<file path="src/rtl/rv32i_pkg.sv">
// Shared RV32I decode constants: opcodes, funct7 codes, SYSTEM words and formats.
package rv32i_pkg;

  localparam int XLEN_DEFAULT = 32;

  localparam logic [6:0] OPC_LOAD     = 7'b0000011;
  localparam logic [6:0] OPC_MISC_MEM = 7'b0001111;
  localparam logic [6:0] OPC_OP_IMM   = 7'b0010011;
  localparam logic [6:0] OPC_AUIPC    = 7'b0010111;
  localparam logic [6:0] OPC_STORE    = 7'b0100011;
  localparam logic [6:0] OPC_OP       = 7'b0110011;
  localparam logic [6:0] OPC_LUI      = 7'b0110111;
  localparam logic [6:0] OPC_BRANCH   = 7'b1100011;
  localparam logic [6:0] OPC_JALR     = 7'b1100111;
  localparam logic [6:0] OPC_JAL      = 7'b1101111;
  localparam logic [6:0] OPC_SYSTEM   = 7'b1110011;

  localparam logic [6:0] F7_BASE   = 7'b0000000;
  localparam logic [6:0] F7_ALT    = 7'b0100000;  // SUB / SRA / SRAI
  localparam logic [6:0] F7_MULDIV = 7'b0000001;  // M extension

  localparam logic [31:0] INST_ECALL  = 32'h0000_0073;
  localparam logic [31:0] INST_EBREAK = 32'h0010_0073;

  typedef enum logic [2:0] {
    FMT_R,
    FMT_I,
    FMT_S,
    FMT_B,
    FMT_U,
    FMT_J
  } fmt_e;

endpackage

</file>
<file path="src/rtl/rv32i_decoder_if.sv">
// Fetch-to-decode bus: stage enable and instruction in, registered decode out.
interface rv32i_decoder_if;
  logic        clk_en;
  logic [31:0] i_instruction;
  logic [6:0]  o_opcode;
  logic [7:0]  o_funct7;
  logic [2:0]  o_funct3;
  logic [4:0]  o_rs1;
  logic [4:0]  o_rs2;
  logic [4:0]  o_rd;
  logic [31:0] o_imm;
  logic        o_valid;

  modport master (
    output clk_en, i_instruction,
    input  o_opcode, o_funct7, o_funct3, o_rs1, o_rs2, o_rd, o_imm, o_valid
  );

  modport slave (
    input  clk_en, i_instruction,
    output o_opcode, o_funct7, o_funct3, o_rs1, o_rs2, o_rd, o_imm, o_valid
  );
endinterface

</file>
<file path="src/rtl/rv32i_imm_gen.sv">
// Combinational immediate generator: instruction word + format -> sign-extended immediate.
module rv32i_imm_gen
  import rv32i_pkg::*;
(
  input  logic [31:0] instruction,
  input  fmt_e        fmt,
  output logic [31:0] imm
);

  // Reassemble the scattered immediate bits for each encoding format.
  always_comb begin
    imm = '0;
    case (fmt)
      FMT_I: imm = {{20{instruction[31]}}, instruction[31:20]};
      FMT_S: imm = {{20{instruction[31]}}, instruction[31:25], instruction[11:7]};
      FMT_B: imm = {{19{instruction[31]}}, instruction[31], instruction[7],
                    instruction[30:25], instruction[11:8], 1'b0};
      FMT_U: imm = {instruction[31:12], 12'h000};
      FMT_J: imm = {{11{instruction[31]}}, instruction[31], instruction[19:12],
                    instruction[20], instruction[30:21], 1'b0};
      default: imm = '0;
    endcase
  end

endmodule

</file>
<file path="src/rtl/rv32i_decoder.sv">
// Registered RV32I decoder: one-cycle split of an instruction word into fields,
// immediate and a legality flag. Optional macro DECODE_M_EXT_EN accepts the
// MUL/DIV family (OP with funct7 0000001) as legal.
module rv32i_decoder
  import rv32i_pkg::*;
#(
  parameter int XLEN = XLEN_DEFAULT
) (
  input  logic          clk,
  input  logic          rst,
  rv32i_decoder_if.slave bus
);

  logic [XLEN-1:0] inst;
  logic [6:0]      opcode;
  logic [2:0]      funct3;
  logic [6:0]      funct7;
  logic            is_shift_imm;
  logic            muldiv_ok;
  fmt_e            fmt;

  logic [7:0]      funct7_next;
  logic [2:0]      funct3_next;
  logic [4:0]      rs1_next, rs2_next, rd_next;
  logic [XLEN-1:0] imm_next;
  logic            valid_next;

  logic [6:0]      opcode_reg;
  logic [7:0]      funct7_reg;
  logic [2:0]      funct3_reg;
  logic [4:0]      rs1_reg, rs2_reg, rd_reg;
  logic [XLEN-1:0] imm_reg;
  logic            valid_reg;

  assign inst         = bus.i_instruction;
  assign opcode       = inst[6:0];
  assign funct3       = inst[14:12];
  assign funct7       = inst[31:25];
  assign is_shift_imm = (opcode == OPC_OP_IMM) && ((funct3 == 3'b001) || (funct3 == 3'b101));

`ifdef DECODE_M_EXT_EN
  assign muldiv_ok = (funct7 == F7_MULDIV);
`else
  assign muldiv_ok = 1'b0;
`endif

  // Classify the opcode into an encoding format; unknown opcodes fall back to R.
  always_comb begin
    fmt = FMT_R;
    case (opcode)
      OPC_LOAD, OPC_OP_IMM, OPC_JALR,
      OPC_SYSTEM, OPC_MISC_MEM: fmt = FMT_I;
      OPC_STORE:                fmt = FMT_S;
      OPC_BRANCH:               fmt = FMT_B;
      OPC_LUI, OPC_AUIPC:       fmt = FMT_U;
      OPC_JAL:                  fmt = FMT_J;
      default:                  fmt = FMT_R;
    endcase
  end

  // Zero the fields a format does not encode; shift-immediates keep funct7.
  always_comb begin
    rs1_next    = inst[19:15];
    rs2_next    = inst[24:20];
    rd_next     = inst[11:7];
    funct3_next = funct3;
    funct7_next = {1'b0, funct7};
    case (fmt)
      FMT_I: begin
        rs2_next = '0;
        if (!is_shift_imm) funct7_next = '0;
      end
      FMT_S, FMT_B: begin
        rd_next     = '0;
        funct7_next = '0;
      end
      FMT_U, FMT_J: begin
        rs1_next    = '0;
        rs2_next    = '0;
        funct3_next = '0;
        funct7_next = '0;
      end
      default: ;
    endcase
  end

  // Legality check against the base ISA (plus M when enabled).
  always_comb begin
    valid_next = 1'b0;
    if (inst[1:0] == 2'b11) begin
      case (opcode)
        OPC_LOAD:   valid_next = (funct3 != 3'b011) && (funct3 != 3'b110) && (funct3 != 3'b111);
        OPC_STORE:  valid_next = (funct3[2] == 1'b0) && (funct3 != 3'b011);
        OPC_BRANCH: valid_next = (funct3 != 3'b010) && (funct3 != 3'b011);
        OPC_JALR:   valid_next = (funct3 == 3'b000);
        OPC_OP_IMM: begin
          case (funct3)
            3'b001:  valid_next = (funct7 == F7_BASE);
            3'b101:  valid_next = (funct7 == F7_BASE) || (funct7 == F7_ALT);
            default: valid_next = 1'b1;
          endcase
        end
        OPC_OP: valid_next = (funct7 == F7_BASE)
                          || ((funct7 == F7_ALT) && ((funct3 == 3'b000) || (funct3 == 3'b101)))
                          || muldiv_ok;
        OPC_SYSTEM: valid_next = (inst == INST_ECALL) || (inst == INST_EBREAK);
        OPC_MISC_MEM, OPC_LUI, OPC_AUIPC, OPC_JAL: valid_next = 1'b1;
        default: valid_next = 1'b0;
      endcase
    end
  end

  rv32i_imm_gen u_imm_gen (
    .instruction (inst),
    .fmt         (fmt),
    .imm         (imm_next)
  );

  // Output register: cleared by reset, loaded only on enabled edges.
  always_ff @(posedge clk or negedge rst) begin
    if (!rst) begin
      opcode_reg <= '0;
      funct7_reg <= '0;
      funct3_reg <= '0;
      rs1_reg    <= '0;
      rs2_reg    <= '0;
      rd_reg     <= '0;
      imm_reg    <= '0;
      valid_reg  <= 1'b0;
    end else if (bus.clk_en) begin
      opcode_reg <= opcode;
      funct7_reg <= funct7_next;
      funct3_reg <= funct3_next;
      rs1_reg    <= rs1_next;
      rs2_reg    <= rs2_next;
      rd_reg     <= rd_next;
      imm_reg    <= imm_next;
      valid_reg  <= valid_next;
    end
  end

  assign bus.o_opcode = opcode_reg;
  assign bus.o_funct7 = funct7_reg;
  assign bus.o_funct3 = funct3_reg;
  assign bus.o_rs1    = rs1_reg;
  assign bus.o_rs2    = rs2_reg;
  assign bus.o_rd     = rd_reg;
  assign bus.o_imm    = imm_reg;
  assign bus.o_valid  = valid_reg;

endmodule

</file>
<file path="src/flat_wrapper.sv">
// flat-port wrapper written by rule: the top's interface ports become plain ports
module rv32i_decoder_flat import rv32i_pkg::*;
#(
  parameter int XLEN = XLEN_DEFAULT
)
  (clk, rst, bus_clk_en, bus_i_instruction, bus_o_opcode, bus_o_funct7, bus_o_funct3, bus_o_rs1, bus_o_rs2, bus_o_rd, bus_o_imm, bus_o_valid);
  rv32i_decoder_if bus_i ();
  input  logic clk;
  input  logic rst;
  input wire logic [$bits(bus_i.clk_en)-1:0] bus_clk_en;
  input wire logic [$bits(bus_i.i_instruction)-1:0] bus_i_instruction;
  output wire logic [$bits(bus_i.o_opcode)-1:0] bus_o_opcode;
  output wire logic [$bits(bus_i.o_funct7)-1:0] bus_o_funct7;
  output wire logic [$bits(bus_i.o_funct3)-1:0] bus_o_funct3;
  output wire logic [$bits(bus_i.o_rs1)-1:0] bus_o_rs1;
  output wire logic [$bits(bus_i.o_rs2)-1:0] bus_o_rs2;
  output wire logic [$bits(bus_i.o_rd)-1:0] bus_o_rd;
  output wire logic [$bits(bus_i.o_imm)-1:0] bus_o_imm;
  output wire logic [$bits(bus_i.o_valid)-1:0] bus_o_valid;
  assign bus_i.clk_en = bus_clk_en;
  assign bus_i.i_instruction = bus_i_instruction;
  assign bus_o_opcode = bus_i.o_opcode;
  assign bus_o_funct7 = bus_i.o_funct7;
  assign bus_o_funct3 = bus_i.o_funct3;
  assign bus_o_rs1 = bus_i.o_rs1;
  assign bus_o_rs2 = bus_i.o_rs2;
  assign bus_o_rd = bus_i.o_rd;
  assign bus_o_imm = bus_i.o_imm;
  assign bus_o_valid = bus_i.o_valid;
  rv32i_decoder #(.XLEN(XLEN)) u_core (.clk(clk), .rst(rst), .bus(bus_i));
endmodule
</file>
<file path="config.mk">
export PLATFORM = sky130hd
export DESIGN_NAME = rv32i_decoder_flat
export DESIGN_NICKNAME = d
export VERILOG_FILES = /design/src/rtl/rv32i_pkg.sv /design/src/rtl/rv32i_decoder_if.sv /design/src/rtl/rv32i_imm_gen.sv /design/src/rtl/rv32i_decoder.sv /design/src/flat_wrapper.sv
export SDC_FILE = /design/constraint.sdc
export NUM_CORES = 1
export LEC_CHECK = 0
export CORE_UTILIZATION = 40
export DETAILED_ROUTE_END_ITERATION = 7
export PLACE_DENSITY = 0.8
export RECOVER_POWER = 25
export SYNTH_ARGS = -nofsm -noshare
export SYNTH_HDL_FRONTEND = slang
export SYNTH_SLANG_ARGS = --single-unit
</file>
<file path="constraint.sdc">
create_clock -name clk -period 1 [get_ports clk]
set_input_delay 0.25 -clock clk [delete_from_list [all_inputs] [get_ports clk]]
set_output_delay 0.25 -clock clk [all_outputs]
set_load 0.05 [all_outputs]
</file>
==> qor.yml, run 1 <==
synthesis:
  yosys_warnings: 0
  syn-num-nets: 292
  ys_ff_latch: 65
  postSynthAreaPerCell_um2: 11.4
  netlist_instances: 257
  synth_top_area_share: 0.554
  synth.most_common_cell: "dfrtp_1"
  synth_edf_count: 0
  ys_types: 50
  ys_top_cells_by_count: "65 x dfrtp_1, 21 x nand2_1, 17 x a22o_1, 15 x o2bb2ai_1, 14 x nor2_1"
  synth_area_leaders: "dfrtp_1 55%, a22o_1 5.1%, o2bb2ai_1 4.5%"
  synth_top_flop_cell: "dfrtp_1"
  synth_seq_area_share: 0.554
  async_flop_share: 1.00
  synth_top_area_cell: "dfrtp_1"
  synth_area_um2: 2940
pwr:
  ir_worst_vdd_uv: 1160
  power.leakage_nw: 2.85
  p_per_area_nw_per_um2: 1330
  finalPower_mw: 8.48
layout:
  regArea_um2: 1630
  area_delta_synth_final_pct: 118
  fillers: 197
  drive_gt1_frac: 0.590
  multi_input_area_um2: 1620
  nNetsFinal: 515
placement:
  dp_hpwl_mm: 7.36
  gp_congestion: 0.838
  pre_cts_ws_ns: -1.22
  io_buffers: 99
global_routing:
  gr-total-overflow: 0
  track_usage: 0.379
  grt_max_degree: 41
  antenna_found_initial: 3
  first_global_vias: 3683
  grt_pass1_wl_mm: 21.1
setup_path:
  critPathKind: "in2reg"
  crit_path_start_kind: "primary input"
  crit_slowest_cell: "a211oi_4"
  critPathMaxStageDelay_ns: 0.28
  cp_common_cell: "buf_6"
  cp.required_ns: 1.26
  critPathCaptureType: "flip-flop"
  path_cells: "buf_8, buf_6, buf_12, nor2_4, o211ai_1, buf_4, a211oi_4, buf_6, a221o_1"
  crit_fanout: 5
  cp.arrival_ns: 1.90
die:
  die_area_um2: 7690
  initial_core_util: 0.423
  core_um2: 6940
  io_pins: 101
  rows: 30
  die_x_um: 87.7
  die_h_um: 87.7
sta:
  fmax_mhz: 608
  setup_violations: 123
  final-max-slew-violation-count: 0
  rsz0062_at_grt: "yes"
  min_period_over_period: 1.64
  final.setup_skew_ns: 0
  worst_hold_slack_ns: 0.137
  fin_crit_ns: 1.64
  relSlewSlack: 0.662
  worst_slew_pin_slew_ns: 0.507
  hold_viol: 0
  setup_slack_ns: -0.644
clock_tree:
  cts_buffers: 9
  clock_latency_ns: 0.36
  h-tree-depth: 3
  clock-sinks: 65
  cts_buffer_depth: 2
  path_clk_slew_ns: 0.09
  tritoncts: "built"
  cts_root_buf: "clkbuf_8"
detailed_routing:
  firstDrtPassIters: 5
  ant_nets: 0
  num_vias: 3851
  via_per_inst: 6.59
  drc: 0
  drt_first_iter_violations: 437
  drt_wl_total_mm: 17.4
  wire_per_inst_um: 29.8
job:
  max_cap_violations: 0
run_status:
  violations: "setup timing"
  outcome: "finished with violations"
worst_hold_path:
  holdCritPathClass: "in2reg"
[placed cells by master (no fill, tap or decap), drive strengths merged, types with 3 or more instances in the layout]
cell / instances
o221ai: 8
o21ai: 4
mux2: 8
a221o: 11
inv: 12
clkbuf: 11
diode: 3
a221oi: 4
buf: 199
a22o: 17
nand2: 21
nor2b: 3
o211ai: 4
clkdlybuf4s50: 17
nor3: 6
dlygate4sd2: 8
a21oi: 8
nand3: 4
nor4: 5
o2bb2ai: 15
nor2: 14
dfrtp: 65
[flip-flops by register name, summed over array words and instances (netlist names)]
signal	count
u_core.bus.o_imm	32
u_core.bus.o_funct7	7
u_core.bus.o_opcode	7
u_core.bus.o_rd	5
u_core.bus.o_rs1	5
u_core.bus.o_rs2	5
u_core.bus.o_funct3	3
u_core.bus.o_valid	1
[path summary, 6_finish.rpt]
check | slack [ns] | cells past startpoint | startpoint | endpoint
min reg2reg | 0.57 | 1 | u_core.bus.o_funct3[1] | u_core.bus.o_funct3[1]
min in group asynchronous | 0.53 | 3 | rst | u_core.bus.o_rd[1]
max reg2reg | -0.24 | 2 | u_core.bus.o_imm[26] | u_core.bus.o_imm[26]
max in group asynchronous | 0.08 | 3 | rst | u_core.bus.o_rs1[1]
min | 0.14 | 2 | bus_i_instruction[4] | u_core.bus.o_opcode[4]
max | -0.64 | 9 | bus_i_instruction[2] | u_core.bus.o_imm[26]
[final cells by class]
class                           instances  area share
Timing Repair Buffer                  230       0.431
Antenna cell                            3     0.00117
Sequential cell                        65       0.255
Tap cell                               96      0.0188
Inverter                               11     0.00665
Clock buffer                            9      0.0194
Multi-Input combinational cell        163       0.253
Clock inverter                          7      0.0158
[where the power goes]
group	switching, mW	internal (mW)
registers	0.238	2.80
clock network	1.24	1.43
logic	1.45	1.34
[metrics by stage]
step	TNS [ns]	area, um^2	instances	util
CTS	-29.66	6100	558	0.878
floorplan	-21.08	3060	257	-
detailed placement	-69.45	5240	501	0.755
global placement	-67.15	5240	501	0.755
finish	-39.00	6390	584	0.921
global route	-40.27	6390	582	0.920
[layer usage]
layer  global-route usage  routed length [um]  share of wire  vias to the layer above
li1                     -                   -              -                     1440
met1                0.415                5850           0.34                     1842
met2                0.658                8120           0.47                      403
met3               0.0811                1820           0.10                      164
met4                0.261                1560          0.090                        2
met5               0.0195                  13        0.00075                        -
[critical path, delay by kind of cell]
family | cells | cell delay [ns]
AO/OA/AOI/OAI | 3 | 0.77
buffers and inverters | 5 | 0.74
AND/OR/NAND/NOR | 1 | 0.12
[cells by family after synthesis]
group,share of synthesized area
AO/OA/AOI/OAI,0.249
flip-flops,0.554
AND/OR/NAND/NOR,0.116
buffers and inverters,0.0422
multiplexers,0.0307
XOR/XNOR,0.00597
other,0.00128
[repair_timing]
action / 4_1_cts / 5_1_grt
hold endpoints to repair: 65 / 0
cloned: 3 / 0
pin swaps: 50 / 27
hold buffers: 1 / 0
setup buffers: 38 / 25
endpoints found under the setup margin: 130 / 123
gates resized for setup: 109 / 22
Power figures use the tool's default switching activity.
==> run 2, diff against run 1 <==
CAP_MARGIN = 5   (was not set)
SKIP_LAST_GASP = 1   (was not set)
==> run 2 against run 1 <==
Net effect: the flow still finishes with violations (setup timing); utilization fell by 1.4 points; global-route usage fell by 1.5 points; largest power group unchanged; highest routed layer is now met4; clock power rose by 3%; sequential cell count did not move; sequential share of layout area rose by 0.38 points; register-to-register slack improved by 0.10 ns; sequential power barely moved; clock skew did not move; via count fell by 3.6%; fmax fell by 9.0%; die area did not move; combinational power fell by 3%.
==> qor.yml, run 2 (synthesis gave the netlist of run 1 again) <==
run_status:
  outcome: "finished with violations"
  violations: "setup timing"
sta:
  fmax_mhz: 554
  rsz0062_at_grt: "yes"
  hold_viol: 0
  fin_crit_ns: 1.81
  final.setup_skew_ns: 0
  min_period_over_period: 1.81
  setup_violations: 123
  relSlewSlack: 0.475
  worst_hold_slack_ns: 0.151
  setup_slack_ns: -0.806
  final-max-slew-violation-count: 0
  worst_slew_pin_slew_ns: 0.782
detailed_routing:
  drc: 0
  firstDrtPassIters: 6
  via_per_inst: 6.38
  num_vias: 3714
  ant_nets: 0
  wire_per_inst_um: 27.4
  drt_first_iter_violations: 372
  drt_wl_total_mm: 16.0
placement:
  dp_hpwl_mm: 7.36
  io_buffers: 99
  gp_congestion: 0.838
pwr:
  ir_worst_vdd_uv: 1660
  power.leakage_nw: 2.83
  switching_power_mw: 2.93
  p_per_area_nw_per_um2: 1350
  sw_frac_of_total: 0.345
  power_frac_clock: 0.323
  seqPwrFrac: 0.356
  power.internal_mw: 5.56
  finalPower_mw: 8.49
  combPwrFrac: 0.321
setup_path:
  crit_fanout: 4
  cp_common_cell: "buf_6"
  cpLargestDelayFamily: "simple AND/OR/NAND/NOR gates"
  critPathMaxStageDelay_ns: 0.60
  cp.arrival_ns: 2.09
  crit_path_start_kind: "primary input"
  cp.required_ns: 1.29
  critPathKind: "in2reg"
  critPathCaptureType: "flip-flop"
  cp_num_buf_inv: 3
  path_cells: "buf_8, buf_6, or3b_4, buf_6, nor3_1, nand4_1, o211ai_1"
  crit_slowest_cell: "nor3_1"
  r2r_slack_ns: -0.14
layout:
  n_antenna_cell: 0
  final_common_cell: "buf_4"
  postLayoutCoreUtil: 0.907
  largest_reg_flops: 32
  layout_common_cells: "108 x buf_4, 69 x buf_12, 64 x dfrtp_1, 20 x nand2_1, 18 x buf_6"
  drive_gt1_frac: 0.580
  nNetsFinal: 516
  area_delta_synth_final_pct: 115
clock_tree:
  h-tree-depth: 3
  cts_buffers: 9
  cts_root_buf: "clkbuf_8"
  path_clk_slew_ns: 0.10
  tritoncts: "built"
  clock_latency_ns: 0.34
  cts_buffer_depth: 2
  clock-sinks: 65
global_routing:
  track_usage: 0.364
  first_global_vias: 3607
  grt_pass1_wl_mm: 20.4
  grt_max_degree: 41
  gr-total-overflow: 0
  antenna_found_initial: 0
die:
  rows: 30
  initial_core_util: 0.423
  io_pins: 101
  die_x_um: 87.7
  core_um2: 6940
  die_area_um2: 7690
  die_h_um: 87.7
job:
  max_cap_violations: 0
worst_hold_path:
  holdCritPathClass: "in2reg"
-- run 2: changes by cell type in the layout (fill, tap and decap cells not counted), sizes merged --
cell   previous run  this run
buf             199       200
diode             3         0
-- run 2: layer usage --
layer	vias up	global-route usage	share of wire
met5	-	0	0
met4	0	0.183	0.078
met3	129	0.0726	0.090
met2	332	0.647	0.48
met1	1816	0.418	0.35
li1	1437	-	-
-- run 2: final cells by class --
cell class                 instances  area (um^2)
timing repair buffer             231         2740
sequential                        65         1630
multi-input combinational        163         1540
fill                             225          644
clock buffer                       9          124
tap                               96          120
clock inverter                     7          101
inverter                          11         42.5
-- run 2: what timing repair did --
item,in CTS,in global routing
pin swaps,50,18
cloned,3,0
endpoints found under the setup margin,130,123
setup buffers,38,25
hold buffers,1,0
gates resized for setup,108,11
hold endpoints to repair,65,0
-- run 2: final timing paths --
kind                                              from                endpoint  depth (start not counted)
worst max-delay path              bus_i_instruction[2]      u_core.bus.o_valid                          7
worst min-delay path              bus_i_instruction[4]  u_core.bus.o_opcode[4]                          2
worst max register to register    u_core.bus.o_imm[26]    u_core.bus.o_imm[26]                          3
worst min register to register  u_core.bus.o_funct3[1]  u_core.bus.o_funct3[1]                          1
max in group asynchronous                          rst     u_core.bus.o_rs1[4]                          3
min in group asynchronous                          rst     u_core.bus.o_imm[3]                          3
-- run 2: metrics by stage --
step | TNS, ns | std cells | setup WS [ns] | area [um^2]
finish | -37.27 | 582 | -0.806 | 6300
global route | -40.95 | 582 | -0.782 | 6300
CTS | -29.80 | 558 | -0.466 | 6090
detailed placement | -69.45 | 501 | -1.22 | 5240
global placement | -67.15 | 501 | -1.19 | 5240
floorplan | -21.08 | 257 | -0.567 | 3060
-- run 2: power groups by stage --
stage	clock network [mW]	registers, mW	logic (mW)
after detailed placement	0	3.06	2.26
final	2.74	3.03	2.72
after floorplan	0	3.56	0.400
after CTS	2.57	3.00	2.51
after global placement	0	3.05	2.21
after global routing	2.85	3.03	2.80
-- run 2: worst reg2reg max path: stages (launching register included) --
cell and delay, ns:
dfrtp_1 0.43, buf_4 0.15, buf_4 0.12, a221o_1 0.34
==> run 3, diff against run 2 <==
PLACE_DENSITY = 0.78   (was 0.8)
SYNTH_HIERARCHICAL = 1   (was not set)
==> run 3 against run 2 <==
Net effect: the run still ends with setup timing left; synthesized area increased by 12%; sequential cell count stayed put; die area rose by 12%; global-route usage down 9.5 points; sequential power about the same; register-to-register slack lost 0.04 ns; largest power group unchanged.
==> qor.yml, run 3 <==
layout:
  postLayoutCoreUtil: 0.806
  nNetsFinal: 540
  n_antenna_cell: 0
  fin_area_um2: 6320
  final_common_cell: "buf_4"
  largest_reg_flops: 32
  final_cells: 612
  layout_common_cells: "79 x buf_4, 70 x buf_12, 64 x dfrtp_1, 30 x nand2_1, 26 x mux2_2"
  drive_gt1_frac: 0.557
  area_delta_synth_final_pct: 92.1
detailed_routing:
  num_vias: 3316
  via_per_inst: 5.42
  drt_first_iter_violations: 211
  firstDrtPassIters: 6
  drc: 0
  wire_per_inst_um: 19.4
  ant_nets: 0
  drt_wl_total_mm: 11.9
global_routing:
  grt.met3_usage: 0.0591
  use_met1: 0.333
  grt_pass1_wl_mm: 17.5
  met2_usage: 0.465
  gr-total-overflow: 0
  busiest_layer: "met2"
  track_usage: 0.269
  first_global_vias: 3277
  antenna_found_initial: 0
  grt_max_degree: 36
clock_tree:
  h-tree-depth: 3
  cts_buffers: 9
  clock_latency_ns: 0.34
  path_clk_slew_ns: 0.08
  cts_root_buf: "clkbuf_8"
  tritoncts: "built"
  clock-sinks: 65
  cts_buffer_depth: 2
sta:
  fmax_mhz: 573
  hold_viol: 0
  final.setup_skew_ns: 0
  relSlewSlack: 0.669
  setup_violations: 117
  fin_tns_setup_ns: -37.45
  worst_hold_slack_ns: 0.199
  rsz0062_at_grt: "yes"
  min_period_over_period: 1.75
  worst_slew_pin_slew_ns: 0.495
  setup_slack_ns: -0.746
  final-max-slew-violation-count: 0
  fin_crit_ns: 1.75
run_status:
  violations: "setup timing"
  outcome: "finished with violations"
setup_path:
  cp_common_cell: "buf_6"
  crit_path_start_kind: "primary input"
  r2r_slack_ns: -0.18
  crit_slowest_cell: "o211ai_1"
  critPathCaptureType: "flip-flop"
  critPathMaxStageDelay_ns: 0.30
  critPathKind: "in2reg"
  path_cells: "buf_6, nor2b_4, buf_6, o211ai_1, a21oi_4, buf_6, nor2_4, buf_4, buf_6, nor2_4, o21a_1, mux2_4"
  cp.arrival_ns: 1.97
  cp.required_ns: 1.23
  crit_fanout: 5
synthesis:
  netlist_instances: 311
  synth_top_family_by_area: "multiplexers"
  ys_types: 49
  synth_edf_count: 0
  synth_compound_area_frac: 0.127
  synth_seq_area_share: 0.494
  synth_top_area_cell: "dfrtp_1"
  muxShareOfSynthArea: 0.173
  synth_fa_ha_area_frac: 0
  synth_top_area_share: 0.494
  ys_ff_latch: 65
  synth-simple-area-share: 0.146
  synth_xor_area_frac: 0.00532
  postSynthAreaPerCell_um2: 10.6
  synth.most_common_cell: "dfrtp_1"
  ys_top_cells_by_count: "65 x dfrtp_1, 40 x mux2_2, 32 x nand2_1, 21 x nor2_1"
  yosys_warnings: 6
  async_flop_share: 1.00
  synth_area_leaders: "dfrtp_1 49%, mux2_2 14%, mux2i_1 3.6%"
  synth_area_um2: 3290
  synth_top_flop_cell: "dfrtp_1"
  syn-num-nets: 346
pwr:
  power.leakage_nw: 3.01
  ir_worst_vdd_uv: 1100
  p_per_area_nw_per_um2: 1250
  finalPower_mw: 7.89
die:
  die_x_um: 92.7
  die_h_um: 92.7
  core_um2: 7850
  die_area_um2: 8600
  rows: 32
  initial_core_util: 0.420
  io_pins: 101
worst_hold_path:
  holdCritPathClass: "in2reg"
placement:
  dp_hpwl_mm: 7.57
  dp_cells: 557
  pre_cts_ws_ns: -1.56
  gp_congestion: 0.805
  io_buffers: 99
  post_dp_cell_area_um2: 5530
job:
  max_cap_violations: 0
[run 3: cell count changes in the layout (fill, tap and decap cells not counted), moves of 10 or more]
| cell | previous run | this run |
|---|---|---|
| nand2_1 | 20 | 30 |
| mux2i_1 | 0 | 12 |
| buf_4 | 108 | 79 |
| mux2_4 | 1 | 14 |
| a22o_1 | 17 | 3 |
| mux2_2 | 7 | 26 |
| o21ai_0 | 3 | 13 |
| o22ai_1 | 1 | 14 |
| a221o_1 | 11 | 0 |
| clkdlybuf4s50_1 | 17 | 5 |
[run 3: layer usage]
metal / share of wire / routed length [um] / vias to the layer above
met2: 0.51 / 6090 / 167
met3: 0.065 / 777 / 20
met1: 0.40 / 4800 / 1646
met5: 0 / 0 / -
li1: - / - / 1483
met4: 0.018 / 216 / 0
[run 3: critical path: cells and delay by family]
kind,cells,cell delay (ns)
AO/OA/AOI/OAI,3,0.60
buffers and inverters,5,0.59
multiplexers,1,0.26
AND/OR/NAND/NOR,3,0.28
[run 3: kinds of logic (layout without fill, tap and decap cells)]
family / count (synthesis) / after routing
AND/OR/NAND/NOR: 93 / 93
flip-flops: 65 / 65
AO/OA/AOI/OAI: 62 / 62
multiplexers: 52 / 52
buffers and inverters: 36 / 235
XOR/XNOR: 2 / 2
other: 1 / 1
[run 3: final cells by class]
type                            instances  area [um^2]
Timing Repair Buffer                  205         2530
Multi-Input combinational cell        210         1780
Sequential cell                        65         1630
Fill cell                             442         1520
Clock buffer                           10          138
Tap cell                              102          128
Clock inverter                          6         66.3
Inverter                               14         55.1
[run 3: what timing repair did]
| item | CTS | global route |
|---|---|---|
| buffers inserted | 19 | 18 |
| endpoints found under the hold margin | 65 | 0 |
| setup endpoints to repair | 125 | 123 |
| gates cloned | 0 | 1 |
| resized for setup | 127 | 25 |
| pin swaps | 30 | 14 |
| hold buffers | 1 | 0 |
[run 3: power breakdown]
| part | internal (mW) | switching [mW] |
|---|---|---|
| clock network | 1.22 | 1.10 |
| registers | 2.80 | 0.207 |
| logic | 1.28 | 1.28 |
| total | 5.31 | 2.59 |
[run 3: path summary, 6_finish.rpt]
path,start,endpoint,cells past startpoint
max,bus_i_instruction[2],u_core/bus.o_imm[31],12
max reg2reg,u_core/bus.o_valid,u_core/bus.o_valid,4
min reg2reg,u_core/bus.o_imm[9],u_core/bus.o_imm[9],1
min in group asynchronous,rst,u_core/bus.o_opcode[5],3
min,bus_i_instruction[4],u_core/bus.o_opcode[4],2
max in group asynchronous,rst,u_core/bus.o_valid,3
